### src/rtl/lightsaber_length_pkg.sv
// Shared encodings for the lightsaber length controller.
// Command opcodes, channel FSM states and the frac limit.
package lightsaber_length_pkg;

  typedef enum logic [1:0] {
    OP_SET     = 2'b00,
    OP_EXTEND  = 2'b01,
    OP_RETRACT = 2'b10,
    OP_SNAP    = 2'b11
  } op_e;

  typedef enum logic [1:0] {
    ST_IDLE       = 2'b00,
    ST_EXTENDING  = 2'b01,
    ST_RETRACTING = 2'b10
  } state_e;

  localparam int FRAC_LIMIT = 100;

endpackage

### src/rtl/lightsaber_length_chan.sv
// One lightsaber channel: length/target registers and ramp FSM.
// Lengths are {int, frac} pairs, frac counting hundredths 0..99.
module lightsaber_length_chan
  import lightsaber_length_pkg::*;
#(
  parameter int INT_W  = 2,
  parameter int FRAC_W = 7,
  parameter int STEP   = 5
) (
  input  logic              clk,
  input  logic              rst_n,
  input  logic              tick,
  input  logic              load,
  input  logic              snap,
  input  logic [INT_W-1:0]  val_int,
  input  logic [FRAC_W-1:0] val_frac,
  output logic [INT_W-1:0]  len_int,
  output logic [FRAC_W-1:0] len_frac,
  output logic              busy,
  output logic              done
);

  localparam int IW = INT_W + 1;
  localparam int FW = FRAC_W + 1;
  localparam logic [FW-1:0] STEP_F = FW'(STEP);
  localparam logic [FW-1:0] LIM_F  = FW'(FRAC_LIMIT);

  logic [INT_W-1:0]  len_int_q, len_int_d;
  logic [FRAC_W-1:0] len_frac_q, len_frac_d;
  logic [INT_W-1:0]  tgt_int_q, tgt_int_d;
  logic [FRAC_W-1:0] tgt_frac_q, tgt_frac_d;
  state_e            state_q, state_d;
  logic              busy_q, busy_d;
  logic              done_q, done_d;

  logic [IW-1:0] li, ti, ext_i, ret_i;
  logic [FW-1:0] lf, tf, sum_f, ext_f, ret_f;
  logic          borrow, under, ext_hit, ret_hit;
  logic          lt, gt;

  // Candidate up/down steps and whether each overshoots target
  always_comb begin
    li     = {1'b0, len_int_q};
    ti     = {1'b0, tgt_int_q};
    lf     = {1'b0, len_frac_q};
    tf     = {1'b0, tgt_frac_q};
    sum_f  = lf + STEP_F;
    ext_f  = sum_f;
    ext_i  = li;
    if (sum_f >= LIM_F) begin
      ext_f = sum_f - LIM_F;
      ext_i = li + IW'(1);
    end
    borrow = lf < STEP_F;
    under  = borrow && (len_int_q == '0);
    ret_f  = lf - STEP_F;
    ret_i  = li;
    if (borrow) begin
      ret_f = lf + LIM_F - STEP_F;
      ret_i = li - IW'(1);
    end
    ext_hit = (ext_i > ti) ||
              ((ext_i == ti) && (ext_f >= tf));
    ret_hit = under || (ret_i < ti) ||
              ((ret_i == ti) && (ret_f <= tf));
  end

  // Next length/target; commands take priority over ticks
  always_comb begin
    len_int_d  = len_int_q;
    len_frac_d = len_frac_q;
    tgt_int_d  = tgt_int_q;
    tgt_frac_d = tgt_frac_q;
    done_d     = 1'b0;
    if (load) begin
      tgt_int_d  = val_int;
      tgt_frac_d = val_frac;
      if (snap) begin
        len_int_d  = val_int;
        len_frac_d = val_frac;
      end
    end else if (tick && state_q == ST_EXTENDING) begin
      len_int_d  = ext_hit ? tgt_int_q : ext_i[INT_W-1:0];
      len_frac_d = ext_hit ? tgt_frac_q : ext_f[FRAC_W-1:0];
      done_d     = ext_hit;
    end else if (tick && state_q == ST_RETRACTING) begin
      len_int_d  = ret_hit ? tgt_int_q : ret_i[INT_W-1:0];
      len_frac_d = ret_hit ? tgt_frac_q : ret_f[FRAC_W-1:0];
      done_d     = ret_hit;
    end
    lt = (len_int_d < tgt_int_d) ||
         ((len_int_d == tgt_int_d) && (len_frac_d < tgt_frac_d));
    gt = (len_int_d > tgt_int_d) ||
         ((len_int_d == tgt_int_d) && (len_frac_d > tgt_frac_d));
    state_d = lt ? ST_EXTENDING :
              gt ? ST_RETRACTING : ST_IDLE;
    busy_d  = (state_d != ST_IDLE);
  end

  // Channel state registers
  always_ff @(posedge clk or negedge rst_n) begin
    if (!rst_n) begin
      len_int_q  <= '0;
      len_frac_q <= '0;
      tgt_int_q  <= '0;
      tgt_frac_q <= '0;
      state_q    <= ST_IDLE;
      busy_q     <= 1'b0;
      done_q     <= 1'b0;
    end else begin
      len_int_q  <= len_int_d;
      len_frac_q <= len_frac_d;
      tgt_int_q  <= tgt_int_d;
      tgt_frac_q <= tgt_frac_d;
      state_q    <= state_d;
      busy_q     <= busy_d;
      done_q     <= done_d;
    end
  end

  assign len_int  = len_int_q;
  assign len_frac = len_frac_q;
  assign busy     = busy_q;
  assign done     = done_q;

endmodule

### src/rtl/lightsaber_length_ctrl.sv
// Multi-channel lightsaber length controller top.
// Decodes and range-checks commands, fans out to channels.
module lightsaber_length_ctrl
  import lightsaber_length_pkg::*;
#(
  parameter int N_CH     = 2,
  parameter int INT_W    = 2,
  parameter int FRAC_W   = 7,
  parameter int STEP     = 5,
  parameter int MAX_INT  = 3,
  parameter int MAX_FRAC = 0,
  localparam int CH_W = (N_CH > 1) ? $clog2(N_CH) : 1
) (
  input  logic                     clk,
  input  logic                     rst_n,
  input  logic                     tick,
  input  logic                     cmd_valid,
  output logic                     cmd_ready,
  input  logic [CH_W-1:0]          cmd_ch,
  input  logic [1:0]               cmd_op,
  input  logic [INT_W-1:0]         cmd_int,
  input  logic [FRAC_W-1:0]        cmd_frac,
  output logic                     cmd_err,
  output logic [N_CH*INT_W-1:0]    len_int,
  output logic [N_CH*FRAC_W-1:0]   len_frac,
  output logic [N_CH-1:0]          busy,
  output logic [N_CH-1:0]          done
);

  localparam logic [INT_W-1:0]  MAX_I = INT_W'(MAX_INT);
  localparam logic [FRAC_W-1:0] MAX_F = FRAC_W'(MAX_FRAC);
  localparam logic [FRAC_W-1:0] TOP_F = FRAC_W'(FRAC_LIMIT - 1);

  op_e               op;
  logic              accept, chk, bad, snap;
  logic [INT_W-1:0]  val_int;
  logic [FRAC_W-1:0] val_frac;
  logic              cmd_err_q, cmd_err_d;
  logic [N_CH-1:0]   load;

  assign cmd_ready = rst_n;
  assign op        = op_e'(cmd_op);

  // Decode opcode into a target value and range-check operands
  always_comb begin
    accept   = cmd_valid && cmd_ready;
    val_int  = '0;
    val_frac = '0;
    chk      = 1'b0;
    snap     = 1'b0;
    unique case (1'b1)
      op == OP_SET: begin
        val_int  = cmd_int;
        val_frac = cmd_frac;
        chk      = 1'b1;
      end
      op == OP_EXTEND: begin
        val_int  = MAX_I;
        val_frac = MAX_F;
      end
      op == OP_RETRACT: begin
        val_int  = '0;
        val_frac = '0;
      end
      op == OP_SNAP: begin
        val_int  = cmd_int;
        val_frac = cmd_frac;
        chk      = 1'b1;
        snap     = 1'b1;
      end
    endcase
    bad = chk && ((cmd_frac > TOP_F) ||
                  (cmd_int > MAX_I) ||
                  ((cmd_int == MAX_I) && (cmd_frac > MAX_F)));
    cmd_err_d = accept && bad;
  end

  // Rejection pulse lands one cycle after acceptance
  always_ff @(posedge clk or negedge rst_n) begin
    if (!rst_n) cmd_err_q <= 1'b0;
    else        cmd_err_q <= cmd_err_d;
  end

  assign cmd_err = cmd_err_q;

  for (genvar c = 0; c < N_CH; c++) begin : g_ch
    assign load[c] = accept && !bad && (cmd_ch == CH_W'(c));

    lightsaber_length_chan #(
      .INT_W  (INT_W),
      .FRAC_W (FRAC_W),
      .STEP   (STEP)
    ) u_chan (
      .clk      (clk),
      .rst_n    (rst_n),
      .tick     (tick),
      .load     (load[c]),
      .snap     (snap),
      .val_int  (val_int),
      .val_frac (val_frac),
      .len_int  (len_int[c*INT_W +: INT_W]),
      .len_frac (len_frac[c*FRAC_W +: FRAC_W]),
      .busy     (busy[c]),
      .done     (done[c])
    );
  end

endmodule

### config.mk
export PLATFORM = sky130hd
export DESIGN_NAME = lightsaber_length_ctrl
export DESIGN_NICKNAME = d
export VERILOG_FILES = /design/src/rtl/lightsaber_length_pkg.sv /design/src/rtl/lightsaber_length_chan.sv /design/src/rtl/lightsaber_length_ctrl.sv
export SDC_FILE = /design/constraint.sdc
export NUM_CORES = 1
export LEC_CHECK = 0
export CORE_UTILIZATION = 45
export CTS_BUF_LIST = sky130_fd_sc_hd__clkbuf_4 sky130_fd_sc_hd__clkbuf_8
export CTS_CLUSTER_SIZE = 20
export DETAILED_ROUTE_END_ITERATION = 16
export PLACE_DENSITY_LB_ADDON = 0.2
export SYNTH_ARGS = -nofsm -noshare
export SYNTH_HDL_FRONTEND = slang
export SYNTH_SLANG_ARGS = --single-unit
### constraint.sdc
create_clock -name clk -period 6.5 [get_ports clk]
set_input_delay 0.65 -clock clk [delete_from_list [all_inputs] [get_ports clk]]
set_output_delay 0.65 -clock clk [all_outputs]
set_load 0.02 [all_outputs]
[Yosys cells after proc, flatten, opt, wreduce, memory -nomap -nowiden]
Index checks and enable logic that the tools add are counted.
Word-level totals
  register bits: 45
  input bits: 16
  output and inout port bits: 24
  word-level logic and storage cells: 158
Cells by class
  $add $sub $neg: 14
  $lt $le $gt $ge: 23
  equality and inequality tests: 14
  muxes and demuxes: 50
  bitwise gates (word level): 1
  reductions and logical operators: 41
Operators by type and width (count)
  $mux W7: 14
  $mux W2: 18
  $mux W8: 4
  $logic_and A1 B1 Y1: 21
  $add A7 B3 Y8 const B: 2
  $add A7 B7 Y8 const B: 2
  $ge A8 B7 Y1: 2
  $ge A8 B7 Y1 const B: 2
  $le A8 B7 Y1: 2
  $sub A7 B3 Y8 const B: 2
  $sub A8 B3 Y8 const B: 2
  $sub A8 B7 Y8 const B: 2
  $gt A7 B7 Y1: 2
  $lt A7 B3 Y1 const B: 2
  $lt A7 B7 Y1: 2
  $pmux W7 S2: 1
  $eq A3 B2 Y1: 4
  $logic_or A1 B1 Y1: 12
  $mux W3: 4
  $eq A2 B2 Y1 const B: 5
  $mux W1: 8
  $gt A7 B1 Y1 const B: 1
  $gt A7 B7 Y1 const B: 1
  $add A2 B1 Y3 const B: 2
  14 further kinds: 26

[Depth between registers and ports, before layout]
Gate-level depths: netlist of run 1.
  depth in word-level cells: 16
  gate-level depth with buffers: 28
  mapped depth without buffers: 28

[Cells and area by module]
A second synthesis of run 1 with hierarchy kept.
Unflattened totals
  cells, all modules: 630
  area, all modules: 5260.0 µm²
Modules (own cells, without submodules)
  lightsaber_length_chan (g_ch[1].u_chan): instances 1, cells each 300, area each 2544.9 µm², sequential area each 550.5 µm²
  lightsaber_length_chan (g_ch[0].u_chan): instances 1, cells each 302, area each 2514.9 µm², sequential area each 550.5 µm²
  lightsaber_length_ctrl: instances 1, cells each 28, area each 200.2 µm², sequential area each 25.0 µm²

[Worst setup path after synthesis of run 1]
OpenSTA, ideal clock, no wires.
  path type: flip-flop to flip-flop
  start point: reg g_ch[1].u_chan.len_frac_q[0]
  end point: reg g_ch[1].u_chan.busy_q
  library setup time: 139 ps
  arrival time: 5256 ps
  data required time: 6361 ps
  slack: 1105 ps
  cell stages (with the launch flop): 25
  buffers on the path: 0
  period minus slack after synthesis: 5395 ps
  cells stage by stage: dfrtp_1 -> ha_1 -> nor2b_1 -> nand2b_1 -> ha_1 -> a21bo_2 -> o21ai_1 -> or3_1 -> o211ai_4 -> nand2_1 -> xnor2_1 -> ha_1 -> a211oi_1 -> o2111ai_1 -> a21oi_1 -> nor2_1 -> a211oi_4 -> mux2_2 -> o22ai_1 -> a31oi_1 -> ha_1 -> nand4_1 -> o21ai_0 -> nor2_1 -> or4_1
Between the ends
  word-level cells in the longest chain between the ends: 16
  elaborated cells on any way between the ends: 46
  those cells by class: add/sub (5); order compare (10); eq/ne (3); mux (17); reduce/logical (11)
Ends and longest elaborated chain
  from (decl): line lightsaber_length_chan.sv:29  | logic [FRAC_W-1:0] len_frac_q, len_frac_d;
  from (signal assigned): line lightsaber_length_chan.sv:112  | len_frac_q <= len_frac_d;
  $add A7 B7 Y8: line lightsaber_length_chan.sv:59  | ret_f = lf + LIM_F - STEP_F;
  $sub A8 B3 Y8: line lightsaber_length_chan.sv:59
  $mux W8: line lightsaber_length_chan.sv:58  | if (borrow) begin
  $le A8 B7 Y1: line lightsaber_length_chan.sv:65  | ((ret_i == ti) && (ret_f <= tf));
  $logic_and A1 B1 Y1: line lightsaber_length_chan.sv:65
  $logic_or A1 B1 Y1: line lightsaber_length_chan.sv:64  | ret_hit = under || (ret_i < ti) ||
  $mux W7: line lightsaber_length_chan.sv:88  | len_frac_d = ret_hit ? tgt_frac_q : ret_f[FRAC_W-1:0];
  $mux W7: line lightsaber_length_chan.sv:86  | end else if (tick && state_q == ST_RETRACTING) begin
  [2 not listed]
  named net g_ch[1].u_chan.len_frac_d[3]: line lightsaber_length_chan.sv:29
  $gt A7 B7 Y1: line lightsaber_length_chan.sv:94  | ((len_int_d == tgt_int_d) && (len_frac_d > tgt_frac_d));
  $logic_and A1 B1 Y1: line lightsaber_length_chan.sv:94
  $logic_or A1 B1 Y1: line lightsaber_length_chan.sv:93  | gt = (len_int_d > tgt_int_d) ||
  $mux W2: line lightsaber_length_chan.sv:96  | gt ? ST_RETRACTING : ST_IDLE;
  $mux W2 (*): line lightsaber_length_chan.sv:95  | state_d = lt ? ST_EXTENDING :
  $reduce_bool A2 Y1 (*): line lightsaber_length_chan.sv:97  | busy_d = (state_d != ST_IDLE);
  named net g_ch[1].u_chan.busy_d: line lightsaber_length_chan.sv:33  | logic busy_q, busy_d;
  to (signal assigned): line lightsaber_length_chan.sv:116  | busy_q <= busy_d;
  to (decl): line lightsaber_length_chan.sv:33
The timed path passes the listed nets; every way through them passes the cells marked *.

[Worst setup path after layout of run 1]
  start point: reg g_ch[0].u_chan.len_frac_q[0]
  end point: reg g_ch[0].u_chan.state_q[1]
Between the ends
  elaborated cells on any way between the ends: 45
  those cells by class: add/sub (5); order compare (10); eq/ne (3); mux (17); reduce/logical (10)
RTL lines
  from (decl): line lightsaber_length_chan.sv:29
  from (signal assigned): line lightsaber_length_chan.sv:112
  $add A7 B7 Y8: line lightsaber_length_chan.sv:59
  $sub A8 B3 Y8: line lightsaber_length_chan.sv:59
  $mux W8: line lightsaber_length_chan.sv:58
  $le A8 B7 Y1: line lightsaber_length_chan.sv:65
  $logic_and A1 B1 Y1: line lightsaber_length_chan.sv:65
  $logic_or A1 B1 Y1: line lightsaber_length_chan.sv:64
  $mux W7: line lightsaber_length_chan.sv:88
  $mux W7: line lightsaber_length_chan.sv:86
  $mux W7 (*): line lightsaber_length_chan.sv:82  | end else if (tick && state_q == ST_EXTENDING) begin
  $mux W7 (*): line lightsaber_length_chan.sv:75  | if (load) begin
  named net g_ch[0].u_chan.len_frac_d[5]: line lightsaber_length_chan.sv:29
  $lt A7 B7 Y1 (*): line lightsaber_length_chan.sv:92  | ((len_int_d == tgt_int_d) && (len_frac_d < tgt_frac_d));
  $logic_and A1 B1 Y1 (*): line lightsaber_length_chan.sv:92
  $logic_or A1 B1 Y1 (*): line lightsaber_length_chan.sv:91  | lt = (len_int_d < tgt_int_d) ||
  named net g_ch[0].u_chan.lt: line lightsaber_length_chan.sv:39  | logic lt, gt;
  $mux W2 (*): line lightsaber_length_chan.sv:95
  named net g_ch[0].u_chan.state_d[1]: line lightsaber_length_chan.sv:32  | state_e state_q, state_d;
  to (signal assigned): line lightsaber_length_chan.sv:115  | state_q <= state_d;
  to (decl): line lightsaber_length_chan.sv:32
Marked as above.

==> impl_metrics.xml, run 1 <==
<?xml version="1.0" encoding="UTF-8"?>
<metrics>
  <group name="yosys">
    <metric name="postSynthCellCount" unit="">647</metric>
    <metric name="ys_warn_count" unit="">0</metric>
    <metric name="synth.lib_cells_used.distinct" unit="">83</metric>
    <metric name="mappedNetlistArea" unit="um^2">5190</metric>
    <metric name="post-synth-top-area-cell" unit="">dfrtp_1</metric>
    <metric name="ys_dominant_reg_cell" unit="">dfrtp_1</metric>
    <metric name="synth_seq_cells" unit="">45</metric>
    <metric name="synth-edff-count" unit="">0</metric>
    <metric name="synth.top_cell.area_share" unit="%">21.7</metric>
    <metric name="postSynthNetCount" unit="">731</metric>
    <metric name="synth_sequential_area_ratio" unit="%">21.7</metric>
    <metric name="synth-async-reset-ratio" unit="%">100</metric>
    <metric name="yosysMostFrequentCell" unit="">nand2_1</metric>
    <metric name="synth_common_cells" unit="">nand2_1 (84), ha_1 (68), inv_1 (58)</metric>
    <metric name="average_instance_area_after_synthesis" unit="um^2">8.03</metric>
    <metric name="synthTopCellsByArea" unit="">dfrtp_1 (22%), ha_1 (16%), nand2_1 (6.1%)</metric>
  </group>
  <group name="detailed_routing">
    <metric name="drt-initial-drc-count" unit="">404</metric>
    <metric name="drc_errors" unit="">0</metric>
    <metric name="post_drt_via_cell_ratio" unit="">6.12</metric>
    <metric name="ant_nets" unit="">0</metric>
    <metric name="drt_pass1_iterations" unit="">8</metric>
    <metric name="routed-via-count" unit="">4969</metric>
    <metric name="routedWlPerCell" unit="um">18.2</metric>
    <metric name="drt_wl_total" unit="um">14800</metric>
  </group>
  <group name="min_path">
    <metric name="hp-class" unit="">in2async</metric>
  </group>
  <group name="floorplanning">
    <metric name="starting_density_of_the_core" unit="%">47.1</metric>
    <metric name="die_height" unit="um">109</metric>
    <metric name="placementRows" unit="">38</metric>
    <metric name="floorplan.die.width" unit="um">109</metric>
    <metric name="design.core.area" unit="um^2">11000</metric>
    <metric name="top_level_ports" unit="">40</metric>
    <metric name="die_area" unit="um^2">12000</metric>
  </group>
  <group name="grt">
    <metric name="grt_pass1_wl" unit="um">23900</metric>
    <metric name="total_global_routing_overflow" unit="">0</metric>
    <metric name="gr_met2_demand_resource" unit="%">39.5</metric>
    <metric name="grt_max_degree" unit="">47</metric>
    <metric name="gr-usage-met1" unit="%">39.2</metric>
    <metric name="grt.met3_usage" unit="%">3.02</metric>
    <metric name="gr-usage-all-layers" unit="%">26.0</metric>
    <metric name="antenna_found_initial" unit="">0</metric>
    <metric name="busiest_layer" unit="">met2</metric>
    <metric name="via_count_of_the_first_global_routing_pass" unit="">4600</metric>
  </group>
  <group name="cts">
    <metric name="clock_buffer_count_from_cts" unit="">5</metric>
    <metric name="cts_hold_repair.buffers" unit="">0</metric>
    <metric name="tritoncts" unit="">built</metric>
    <metric name="cts_htree_levels" unit="">2</metric>
    <metric name="clkLatencyLatePin" unit="ns">0.30</metric>
    <metric name="clk_buf_depth" unit="">2</metric>
    <metric name="root_buffer" unit="">clkbuf_8</metric>
    <metric name="clkSlewWorstSetupHoldPaths" unit="ns">0.08</metric>
    <metric name="numClockSinks" unit="">45</metric>
  </group>
  <group name="sta">
    <metric name="setup-violations-final" unit="">0</metric>
    <metric name="fin_setup_tns" unit="ns">0</metric>
    <metric name="hold_violations" unit="">0</metric>
    <metric name="timing.final.crit_period" unit="ns">6.05</metric>
    <metric name="report.final.slew_viol_count" unit="">0</metric>
    <metric name="rsz0062_at_grt" unit="">false</metric>
    <metric name="achievable-frequency" unit="MHz">165</metric>
    <metric name="actual_slew_at_the_worst_max_slew_pin" unit="ns">0.871</metric>
    <metric name="post_route_clock_period_utilization" unit="%">93.1</metric>
    <metric name="finClkSkew" unit="ns">0.00540</metric>
    <metric name="worst_slew_margin_rel" unit="%">41.8</metric>
  </group>
  <group name="setup_path">
    <metric name="cp_max_fo" unit="">11</metric>
    <metric name="path_class" unit="">reg2reg</metric>
    <metric name="worstPathCellList" unit="">ha_1 &gt; xnor2_1 &gt; inv_1 &gt; ha_1 &gt; a31oi_1 &gt; a21o_1 &gt; xnor2_1 &gt; ha_1 &gt; o21ai_0 &gt; nor2_1 &gt; o21ai_0 &gt; a21o_1 &gt; a31oi_2 &gt; or3_1 &gt; nor2_1 &gt; o32ai_1 &gt; ha_1 &gt; nor2b_1 &gt; o21ai_0 &gt; o21ai_0 &gt; o32ai_1 &gt; nor2_1</metric>
    <metric name="cp_slowest_stage_delay" unit="ns">0.65</metric>
    <metric name="reg2reg_setup_slack" unit="ns">0.45</metric>
    <metric name="cp.required" unit="ns">6.68</metric>
    <metric name="top_delay_family_on_crit_path" unit="">compound AO/OA/AOI/OAI gates</metric>
    <metric name="critPathLaunchType" unit="">flip-flop</metric>
    <metric name="timing.critical_path.arrival" unit="ns">6.23</metric>
    <metric name="worstPathBufferInverterCount" unit="">1</metric>
    <metric name="cpMaxStageDelayCell" unit="">dfrtp_1</metric>
    <metric name="end_kind" unit="">flip-flop</metric>
  </group>
  <group name="placed_design">
    <metric name="placed_area" unit="um^2">5640</metric>
    <metric name="numPortBuffers" unit="">39</metric>
    <metric name="dpl.hpwl" unit="um">11900</metric>
    <metric name="place_congestion" unit="">0.908</metric>
  </group>
  <group name="cells_and_area">
    <metric name="final_net_count" unit="">755</metric>
    <metric name="layout.filler_cells" unit="">1091</metric>
    <metric name="post_route_cells_drive_above_1_share" unit="%">8.63</metric>
    <metric name="area_overhead_vs_synth" unit="%">10.7</metric>
    <metric name="insertedDiodeCount" unit="">0</metric>
    <metric name="finalInstanceArea" unit="um^2">5750</metric>
  </group>
  <group name="run">
    <metric name="maxCapViolCount" unit="">0</metric>
  </group>
  <group name="run_status">
    <metric name="status" unit="">completed</metric>
  </group>
</metrics>
-- worst register-to-register path: stages (launching register included) --
cell     delay, ns
dfrtp_1       0.65
ha_1          0.37
xnor2_1       0.19
inv_1         0.11
ha_1          0.23
a31oi_1       0.26
a21o_1        0.44
xnor2_1       0.23
ha_1          0.32
o21ai_0       0.07
nor2_1        0.12
o21ai_0       0.11
a21o_1        0.22
a31oi_2       0.39
or3_1         0.34
nor2_1        0.08
o32ai_1       0.44
ha_1          0.34
nor2b_1       0.14
o21ai_0       0.25
o21ai_0       0.16
o32ai_1       0.40
nor2_1        0.09
-- what timing repair did --
item / CTS / global route
setup buffers: 0 / 2
gates resized for setup: 0 / 1
endpoints found under the setup margin: 0 / 1
-- metrics by stage --
step           cells  utilization [%]  hold slack [ns]  worst slack (ns)
2_1_floorplan    647                -            0.354              1.11
3_3_place_gp     802             51.1            0.507             0.663
3_5_place_dp     802             51.1            0.522             0.425
4_1_cts          810             52.0            0.481             0.424
5_1_grt          812             52.1            0.512            0.0553
6_report         812             52.1            0.454             0.448
-- state kept, by name (all words and copies together) (netlist names) --
register and count:
g_ch.u_chan.busy 2, g_ch.u_chan.tgt_frac_q 14, cmd_err 1, g_ch.u_chan.state_q 4, g_ch.u_chan.len_frac 14, g_ch.u_chan.len_int 4, g_ch.u_chan.tgt_int_q 4, g_ch.u_chan.done 2
-- cell families after synthesis --
logic type	count (synthesis)	share of synthesized area [%]
adders and majority gates	70	16.8
muxes	15	3.04
AOI/OAI and AO/OA	201	27.3
and+or+nand+nor	205	20.0
xor gates and xnor gates	23	4.02
buffers and inverters	88	7.20
DFF	45	21.7
-- cells in the final DEF (no fill, tap or decap), types with 10 or more instances in the layout --
master           synthesis  layout
nand2_1                 84      84
ha_1                    68      68
inv_1                   58      58
o21ai_0                 48      48
dfrtp_1                 45      44
clkdlybuf4s50_1          0      38
a21oi_1                 37      37
nor2_1                  32      32
nor2b_1                 16      16
xnor2_1                 16      16
nand3_1                 13      13
a31oi_1                 12      12
a211oi_1                11      11
a21o_1                  10      10
-- layer usage --
metal  vias to the layer above  share of wire [%]
li1                       2399                  -
met1                      2373                 50
met2                       178                 43
met3                        19                5.8
met4                         0                1.4
met5                         -                  0
-- area by class of cell --
cell class                 instances  area, um^2  area share, %
multi-input combinational        514        3690           64.2
sequential                        45        1130           19.6
timing repair buffer              47         445           7.75
inverter                          58         218           3.79
tap                              140         175           3.05
clock buffer                       8        91.3           1.59
-- path summary, 6_finish.rpt --
kind | from | end | cells past startpoint
min reg2reg | g_ch[1].u_chan.tgt_frac_q[1] | g_ch[1].u_chan.tgt_frac_q[1] | 2
min | rst_n | g_ch[1].u_chan.len_int[0] | 2
max | g_ch[0].u_chan.len_frac[0] | g_ch[0].u_chan.state_q[1] | 22
max reg2reg | g_ch[0].u_chan.len_frac[0] | g_ch[0].u_chan.state_q[1] | 22
min in group clk | g_ch[1].u_chan.tgt_frac_q[1] | g_ch[1].u_chan.tgt_frac_q[1] | 2
max in group asynchronous | rst_n | g_ch[1].u_chan.len_frac[1] | 2
Power of run 1 is not shown: default switching activity piles up to over one toggle a cycle in this logic, so the estimate is an artifact.
==> inputs of run 2 (changes only) <==
--- a/config.mk
+++ b/config.mk
@@ -5,6 +5,7 @@
 export SDC_FILE = /design/constraint.sdc
 export NUM_CORES = 1
 export LEC_CHECK = 0
+export CORE_MARGIN = 2
 export CORE_UTILIZATION = 45
 export CTS_BUF_LIST = sky130_fd_sc_hd__clkbuf_4 sky130_fd_sc_hd__clkbuf_8
 export CTS_CLUSTER_SIZE = 20
==> constraint.sdc (replaced) <==
create_clock -name clk -period 6.64 [get_ports clk]
set_input_delay 0.664 -clock clk [delete_from_list [all_inputs] [get_ports clk]]
set_output_delay 0.664 -clock clk [all_outputs]
set_load 0.02 [all_outputs]
==> run 2 against run 1 <==
Against the previous run: register-to-register slack about the same; final cell count unchanged; flip-flop and latch count unchanged; clock-buffer cell count did not move; clock skew increased by 0.0015 ns.
==> impl_metrics.xml, run 2 (same netlist as run 1, synthesis figures left out) <==
<?xml version="1.0" encoding="UTF-8"?>
<metrics>
  <group name="run_status">
    <metric name="status" unit="">completed</metric>
  </group>
  <group name="cells_and_area">
    <metric name="final_net_count" unit="">752</metric>
    <metric name="area_overhead_vs_synth" unit="%">10.4</metric>
    <metric name="seqCellArea" unit="um^2">1130</metric>
    <metric name="combined_area_of_the_multi_input_logic_cells" unit="um^2">3690</metric>
    <metric name="final_core_utilization" unit="%">50.6</metric>
    <metric name="layout.filler_cells" unit="">1131</metric>
    <metric name="most-common-layout-cells" unit="">nand2_1 (84), ha_1 (68), inv_1 (58)</metric>
    <metric name="insertedDiodeCount" unit="">0</metric>
    <metric name="post_route_cells_drive_above_1_share" unit="%">8.37</metric>
    <metric name="commonest_non_fill_non_tap_cell_in_the_layout" unit="">nand2_1</metric>
  </group>
  <group name="setup_path">
    <metric name="worstPathBufferInverterCount" unit="">0</metric>
    <metric name="timing.critical_path.arrival" unit="ns">6.36</metric>
    <metric name="cpMaxStageDelayCell" unit="">dfrtp_2</metric>
    <metric name="cp_slowest_stage_delay" unit="ns">0.51</metric>
    <metric name="end_kind" unit="">flip-flop</metric>
    <metric name="path_class" unit="">reg2reg</metric>
    <metric name="reg2reg_setup_slack" unit="ns">0.44</metric>
    <metric name="critical-path-top-cell-by-count" unit="">ha_1</metric>
    <metric name="top_delay_family_on_crit_path" unit="">compound AO/OA/AOI/OAI gates</metric>
    <metric name="cp_max_fo" unit="">12</metric>
    <metric name="critPathLaunchType" unit="">flip-flop</metric>
    <metric name="worstPathCellList" unit="">ha_1 &gt; nor2b_1 &gt; nand2b_1 &gt; ha_1 &gt; a21boi_1 &gt; a21oi_1 &gt; o21ai_2 &gt; o211ai_4 &gt; xnor2_1 &gt; ha_1 &gt; nand2b_1 &gt; a21oi_1 &gt; a21oi_1 &gt; o2111a_1 &gt; a21o_1 &gt; nor3_2 &gt; or3b_1 &gt; a31oi_1 &gt; ha_1 &gt; nand4_1 &gt; o21ai_0 &gt; nor2_1 &gt; or4_1</metric>
    <metric name="cp.required" unit="ns">6.81</metric>
  </group>
  <group name="cts">
    <metric name="tritoncts" unit="">built</metric>
    <metric name="post-cts-setup-buffers" unit="">0</metric>
    <metric name="numClockSinks" unit="">45</metric>
    <metric name="cts_htree_levels" unit="">2</metric>
    <metric name="cts_hold_repair.buffers" unit="">0</metric>
    <metric name="clkLatencyLatePin" unit="ns">0.30</metric>
    <metric name="clock_buffer_count_from_cts" unit="">5</metric>
    <metric name="root_buffer" unit="">clkbuf_8</metric>
    <metric name="clkSlewWorstSetupHoldPaths" unit="ns">0.08</metric>
    <metric name="clk_buf_depth" unit="">2</metric>
  </group>
  <group name="sta">
    <metric name="achievable-frequency" unit="MHz">161</metric>
    <metric name="actual_slew_at_the_worst_max_slew_pin" unit="ns">0.860</metric>
    <metric name="report.final.slew_viol_count" unit="">0</metric>
    <metric name="timing.final.crit_period" unit="ns">6.20</metric>
    <metric name="post_route_clock_period_utilization" unit="%">93.3</metric>
    <metric name="worst_slew_margin_rel" unit="%">42.5</metric>
    <metric name="rsz0062_at_grt" unit="">false</metric>
    <metric name="finClkSkew" unit="ns">0.00691</metric>
    <metric name="hold_violations" unit="">0</metric>
    <metric name="setup-violations-final" unit="">0</metric>
    <metric name="fin_setup_tns" unit="ns">0</metric>
  </group>
  <group name="placed_design">
    <metric name="place_congestion" unit="">0.946</metric>
    <metric name="dpl.hpwl" unit="um">12100</metric>
    <metric name="numPortBuffers" unit="">39</metric>
  </group>
  <group name="detailed_routing">
    <metric name="routed-via-count" unit="">4958</metric>
    <metric name="drt_pass1_iterations" unit="">5</metric>
    <metric name="post_drt_via_cell_ratio" unit="">6.11</metric>
    <metric name="ant_nets" unit="">0</metric>
    <metric name="drc_errors" unit="">0</metric>
    <metric name="drt_wl_total" unit="um">15000</metric>
    <metric name="drt-initial-drc-count" unit="">462</metric>
    <metric name="routedWlPerCell" unit="um">18.4</metric>
  </group>
  <group name="floorplanning">
    <metric name="design.core.area" unit="um^2">11300</metric>
    <metric name="top_level_ports" unit="">40</metric>
    <metric name="floorplan.die.width" unit="um">111</metric>
    <metric name="starting_density_of_the_core" unit="%">45.9</metric>
    <metric name="die_height" unit="um">111</metric>
    <metric name="placementRows" unit="">39</metric>
    <metric name="die_area" unit="um^2">12400</metric>
  </group>
  <group name="grt">
    <metric name="grt_max_degree" unit="">47</metric>
    <metric name="via_count_of_the_first_global_routing_pass" unit="">4655</metric>
    <metric name="total_global_routing_overflow" unit="">0</metric>
    <metric name="grt_pass1_wl" unit="um">24300</metric>
    <metric name="antenna_found_initial" unit="">0</metric>
    <metric name="gr-usage-all-layers" unit="%">24.2</metric>
  </group>
  <group name="min_path">
    <metric name="hp-class" unit="">in2async</metric>
  </group>
  <group name="run">
    <metric name="maxCapViolCount" unit="">0</metric>
  </group>
</metrics>
-- run 2: changes by cell type in the layout (fill, tap and decap cells not counted) --
cell,previous run,this run
buf_4,8,5
dfrtp_1,44,43
dfrtp_2,1,2
-- run 2: metrics by stage --
step                      setup slack [ns]  hold slack [ns]  cells  cell area (um^2)
final                                0.443            0.466    812              5730
after global routing                 0.101            0.514    812              5730
after CTS                            0.484            0.486    812              5730
after detailed placement             0.510            0.514    804              5640
after global placement               0.746            0.508    804              5640
after floorplan                       1.25            0.368    647              5190
-- run 2: what timing repair did --
action | in CTS | in global routing
resized for setup | 0 | 2
endpoints found under the setup margin | 0 | 1
endpoints found under the hold margin | 0 | 0
-- run 2: worst reg2reg max path: stages, from the launching register on --
cell and delay (ns):
dfrtp_2 0.51, ha_1 0.30, nor2b_1 0.17, nand2b_1 0.24
ha_1 0.28, a21boi_1 0.18, a21oi_1 0.23, o21ai_2 0.11
o211ai_4 0.38, xnor2_1 0.15, ha_1 0.36, nand2b_1 0.16
a21oi_1 0.27, a21oi_1 0.08, o2111a_1 0.23, a21o_1 0.21
nor3_2 0.31, or3b_1 0.41, a31oi_1 0.27, ha_1 0.21
nand4_1 0.14, o21ai_0 0.25, nor2_1 0.09, or4_1 0.51
-- run 2: metal layers --
| metal | share of wire [%] | global-route usage, % | vias to the layer above | routed length, um |
|---|---|---|---|---|
| met2 | 43 | 36.4 | 205 | 6400 |
| met3 | 6.4 | 3.32 | 18 | 952 |
| met1 | 50 | 37.6 | 2335 | 7460 |
| met5 | 0 | 0 | - | 0 |
| met4 | 1.0 | 3.62 | 0 | 157 |
| li1 | - | - | 2400 | - |
-- run 2: layout make-up --
cell class              instances  share of cell area (%)
clock buffers                   8                    1.59
inverters                      58                    3.80
well taps                     143                    3.12
multi-input cells             514                    64.4
flip-flops and latches         45                    19.7
repair buffers                 44                    7.38
-- run 2: worst paths after layout --
path | from | to | cells after the start
min in group clk | g_ch[1].u_chan.tgt_frac_q[1] | g_ch[1].u_chan.tgt_frac_q[1] | 2
max reg2reg | g_ch[1].u_chan.len_frac[0] | g_ch[1].u_chan.busy | 23
max in group asynchronous | rst_n | g_ch[1].u_chan.len_frac[0] | 2
min reg2reg | g_ch[1].u_chan.tgt_frac_q[1] | g_ch[1].u_chan.tgt_frac_q[1] | 2
max | g_ch[1].u_chan.len_frac[0] | g_ch[1].u_chan.busy | 23
min | rst_n | g_ch[1].u_chan.state_q[0] | 2
Power of run 2 is left out for the same reason.
==> inputs of run 3 (changes only) <==
--- a/config.mk
+++ b/config.mk
@@ -5,12 +5,16 @@
 export SDC_FILE = /design/constraint.sdc
 export NUM_CORES = 1
 export LEC_CHECK = 0
+export ABC_AREA = 1
+export CELL_PAD_IN_SITES_DETAIL_PLACEMENT = 1
+export CELL_PAD_IN_SITES_GLOBAL_PLACEMENT = 1
 export CORE_MARGIN = 2
-export CORE_UTILIZATION = 45
+export CORE_UTILIZATION = 44
 export CTS_BUF_LIST = sky130_fd_sc_hd__clkbuf_4 sky130_fd_sc_hd__clkbuf_8
 export CTS_CLUSTER_SIZE = 20
 export DETAILED_ROUTE_END_ITERATION = 16
 export PLACE_DENSITY_LB_ADDON = 0.2
+export SLEW_MARGIN = 15
 export SYNTH_ARGS = -nofsm -noshare
 export SYNTH_HDL_FRONTEND = slang
 export SYNTH_SLANG_ARGS = --single-unit
==> run 3 against run 2 <==
Against the previous run: the run now ends with DRC left; synthesized area is 1.1% higher; final cell count increased by 20%; first-iteration DRC count is 23% lower; critical path depth rose by 9; die area is 3.3% higher; largest cell class unchanged; setup slack improved by 0.82 ns; non-clock buffer count is the same; register-to-register slack improved by 0.82 ns.
==> impl_metrics.xml, run 3 <==
<?xml version="1.0" encoding="UTF-8"?>
<metrics>
  <group name="sta">
    <metric name="timing.final.crit_period" unit="ns">5.38</metric>
    <metric name="report.final.slew_viol_count" unit="">0</metric>
    <metric name="achievable-frequency" unit="MHz">186</metric>
    <metric name="actual_slew_at_the_worst_max_slew_pin" unit="ns">0.701</metric>
    <metric name="hold_violations" unit="">0</metric>
    <metric name="setup-violations-final" unit="">0</metric>
    <metric name="rsz0062_at_grt" unit="">false</metric>
    <metric name="post_route_clock_period_utilization" unit="%">81.0</metric>
    <metric name="finClkSkew" unit="ns">0.00906</metric>
    <metric name="fin_setup_tns" unit="ns">0</metric>
    <metric name="worst_slew_margin_rel" unit="%">52.1</metric>
  </group>
  <group name="setup_path">
    <metric name="rr_worst_depth" unit="">32</metric>
    <metric name="critPathLaunchType" unit="">flip-flop</metric>
    <metric name="cp_slowest_stage_delay" unit="ns">0.61</metric>
    <metric name="end_kind" unit="">flip-flop</metric>
    <metric name="worst_r2r_startpoint" unit="">g_ch[1].u_chan.len_frac[0]</metric>
    <metric name="critical-path-top-cell-by-count" unit="">nand2_1</metric>
    <metric name="crit-reg2reg-capture" unit="">g_ch[1].u_chan.state_q[1]</metric>
    <metric name="cp.required" unit="ns">6.83</metric>
    <metric name="path_class" unit="">reg2reg</metric>
    <metric name="worstPathBufferInverterCount" unit="">1</metric>
    <metric name="timing.critical_path.arrival" unit="ns">5.57</metric>
    <metric name="reg2reg_setup_slack" unit="ns">1.26</metric>
    <metric name="cpMaxStageDelayCell" unit="">dfrtp_1</metric>
    <metric name="top_delay_family_on_crit_path" unit="">simple AND/OR/NAND/NOR gates</metric>
    <metric name="cp_max_fo" unit="">10</metric>
  </group>
  <group name="run_status">
    <metric name="failing_checks" unit="">DRC</metric>
    <metric name="status" unit="">complete, but fails checks</metric>
  </group>
  <group name="placed_design">
    <metric name="numPortBuffers" unit="">39</metric>
    <metric name="place_congestion" unit="">0.946</metric>
    <metric name="dpl.hpwl" unit="um">14600</metric>
  </group>
  <group name="cts">
    <metric name="clkLatencyLatePin" unit="ns">0.31</metric>
    <metric name="cts.repair.resized" unit="">0</metric>
    <metric name="clock_buffer_count_from_cts" unit="">5</metric>
    <metric name="clk_buf_depth" unit="">2</metric>
    <metric name="cts_htree_levels" unit="">2</metric>
    <metric name="numClockSinks" unit="">45</metric>
    <metric name="cts_hold_repair.buffers" unit="">0</metric>
    <metric name="clkSlewWorstSetupHoldPaths" unit="ns">0.08</metric>
    <metric name="post-cts-setup-buffers" unit="">0</metric>
    <metric name="root_buffer" unit="">clkbuf_8</metric>
    <metric name="tritoncts" unit="">built</metric>
  </group>
  <group name="yosys">
    <metric name="postSynthNetCount" unit="">881</metric>
    <metric name="synth_common_cells" unit="">nand2_1 (220), inv_1 (126), nand3_1 (74)</metric>
    <metric name="synth.top_cell.area_share" unit="%">21.5</metric>
    <metric name="ys_warn_count" unit="">0</metric>
    <metric name="synth.lib_cells_used.distinct" unit="">43</metric>
    <metric name="ys_dominant_reg_cell" unit="">dfrtp_1</metric>
    <metric name="synthTopCellsByArea" unit="">dfrtp_1 (21%), ha_1 (16%), nand2_1 (16%)</metric>
    <metric name="synth-async-reset-ratio" unit="%">100</metric>
    <metric name="synth_sequential_area_ratio" unit="%">21.5</metric>
    <metric name="mappedNetlistArea" unit="um^2">5250</metric>
    <metric name="yosysMostFrequentCell" unit="">nand2_1</metric>
    <metric name="average_instance_area_after_synthesis" unit="um^2">6.59</metric>
    <metric name="post-synth-top-area-cell" unit="">dfrtp_1</metric>
    <metric name="postSynthCellCount" unit="">797</metric>
    <metric name="synth-edff-count" unit="">0</metric>
    <metric name="synth_seq_cells" unit="">45</metric>
  </group>
  <group name="cells_and_area">
    <metric name="area_overhead_vs_synth" unit="%">10.9</metric>
    <metric name="layout.filler_cells" unit="">1582</metric>
    <metric name="seqCellArea" unit="um^2">1130</metric>
    <metric name="most-common-layout-cells" unit="">nand2_1 (220), inv_1 (126), nand3_1 (74)</metric>
    <metric name="commonest_non_fill_non_tap_cell_in_the_layout" unit="">nand2_1</metric>
    <metric name="insertedDiodeCount" unit="">0</metric>
    <metric name="post_route_cells_drive_above_1_share" unit="%">6.88</metric>
    <metric name="combined_area_of_the_multi_input_logic_cells" unit="um^2">3500</metric>
    <metric name="final_net_count" unit="">913</metric>
  </group>
  <group name="grt">
    <metric name="grt_max_degree" unit="">47</metric>
    <metric name="gr-usage-all-layers" unit="%">28.8</metric>
    <metric name="grt_pass1_wl" unit="um">29200</metric>
    <metric name="total_global_routing_overflow" unit="">0</metric>
    <metric name="antenna_found_initial" unit="">0</metric>
    <metric name="via_count_of_the_first_global_routing_pass" unit="">5758</metric>
  </group>
  <group name="detailed_routing">
    <metric name="routedWlPerCell" unit="um">18.4</metric>
    <metric name="drt_wl_total" unit="um">17900</metric>
    <metric name="routed-via-count" unit="">5495</metric>
    <metric name="drt-initial-drc-count" unit="">355</metric>
    <metric name="drt_pass1_iterations" unit="">11</metric>
    <metric name="drc_errors" unit="">3</metric>
    <metric name="ant_nets" unit="">0</metric>
    <metric name="post_drt_via_cell_ratio" unit="">5.66</metric>
  </group>
  <group name="floorplanning">
    <metric name="top_level_ports" unit="">40</metric>
    <metric name="die_area" unit="um^2">12800</metric>
    <metric name="placementRows" unit="">39</metric>
    <metric name="die_height" unit="um">113</metric>
    <metric name="starting_density_of_the_core" unit="%">45.6</metric>
    <metric name="design.core.area" unit="um^2">11500</metric>
    <metric name="floorplan.die.width" unit="um">113</metric>
  </group>
  <group name="run">
    <metric name="maxCapViolCount" unit="">0</metric>
  </group>
  <group name="min_path">
    <metric name="hp-class" unit="">in2async</metric>
  </group>
</metrics>
[run 3: cells by family after synthesis]
| logic type | after synthesis | share of synthesized area [%] |
|---|---|---|
| fa+ha+maj | 68 | 16.2 |
| xor+xnor | 19 | 3.31 |
| flops | 45 | 21.5 |
| compound gates | 131 | 14.0 |
| buf+inv | 156 | 11.9 |
| simple gates | 378 | 33.2 |
[run 3: cell type report]
class                           count  area share, %
Multi-Input combinational cell    596           60.2
Sequential cell                    45           19.3
Inverter                          137           8.88
Timing Repair Buffer               44           7.26
Tap cell                          143           3.07
Clock buffer                        5           1.18
Clock inverter                      1         0.0860
[run 3: per-stage QoR]
stage          worst slack (ns)  utilization, %  hold WS [ns]  instance area, um^2  cells
3_3_place_gp               1.64            49.9         0.510                 5750    965
3_5_place_dp               1.44            49.9         0.524                 5750    965
4_1_cts                    1.38            50.6         0.499                 5820    971
5_1_grt                   0.781            50.6         0.520                 5820    971
6_report                   1.26            50.6         0.473                 5820    971
2_1_floorplan              2.51               -         0.368                 5250    797
[run 3: worst max path at each step]
stage / from / end / cells after the start
global route: g_ch[1].u_chan.len_frac[0] / g_ch[1].u_chan.state_q[1] / 32
global placement: g_ch[1].u_chan.len_frac[0] / g_ch[1].u_chan.state_q[1] / 32
detailed placement: g_ch[0].u_chan.len_frac[1] / g_ch[0].u_chan.busy / 27
finish: g_ch[1].u_chan.len_frac[0] / g_ch[1].u_chan.state_q[1] / 32
floorplan: g_ch[1].u_chan.len_frac[0] / g_ch[1].u_chan.state_q[1] / 32
CTS: g_ch[1].u_chan.len_frac[0] / g_ch[1].u_chan.state_q[1] / 32
[run 3: metal layers]
layer | GRT usage, % | share of wire [%] | up-vias
met3 | 4.23 | 5.2 | 20
met5 | 0 | 0 | -
met1 | 40.3 | 48 | 2699
li1 | - | - | 2639
met2 | 46.9 | 46 | 137
met4 | 6.91 | 1.2 | 0
Power of run 3 is left out for the same reason.
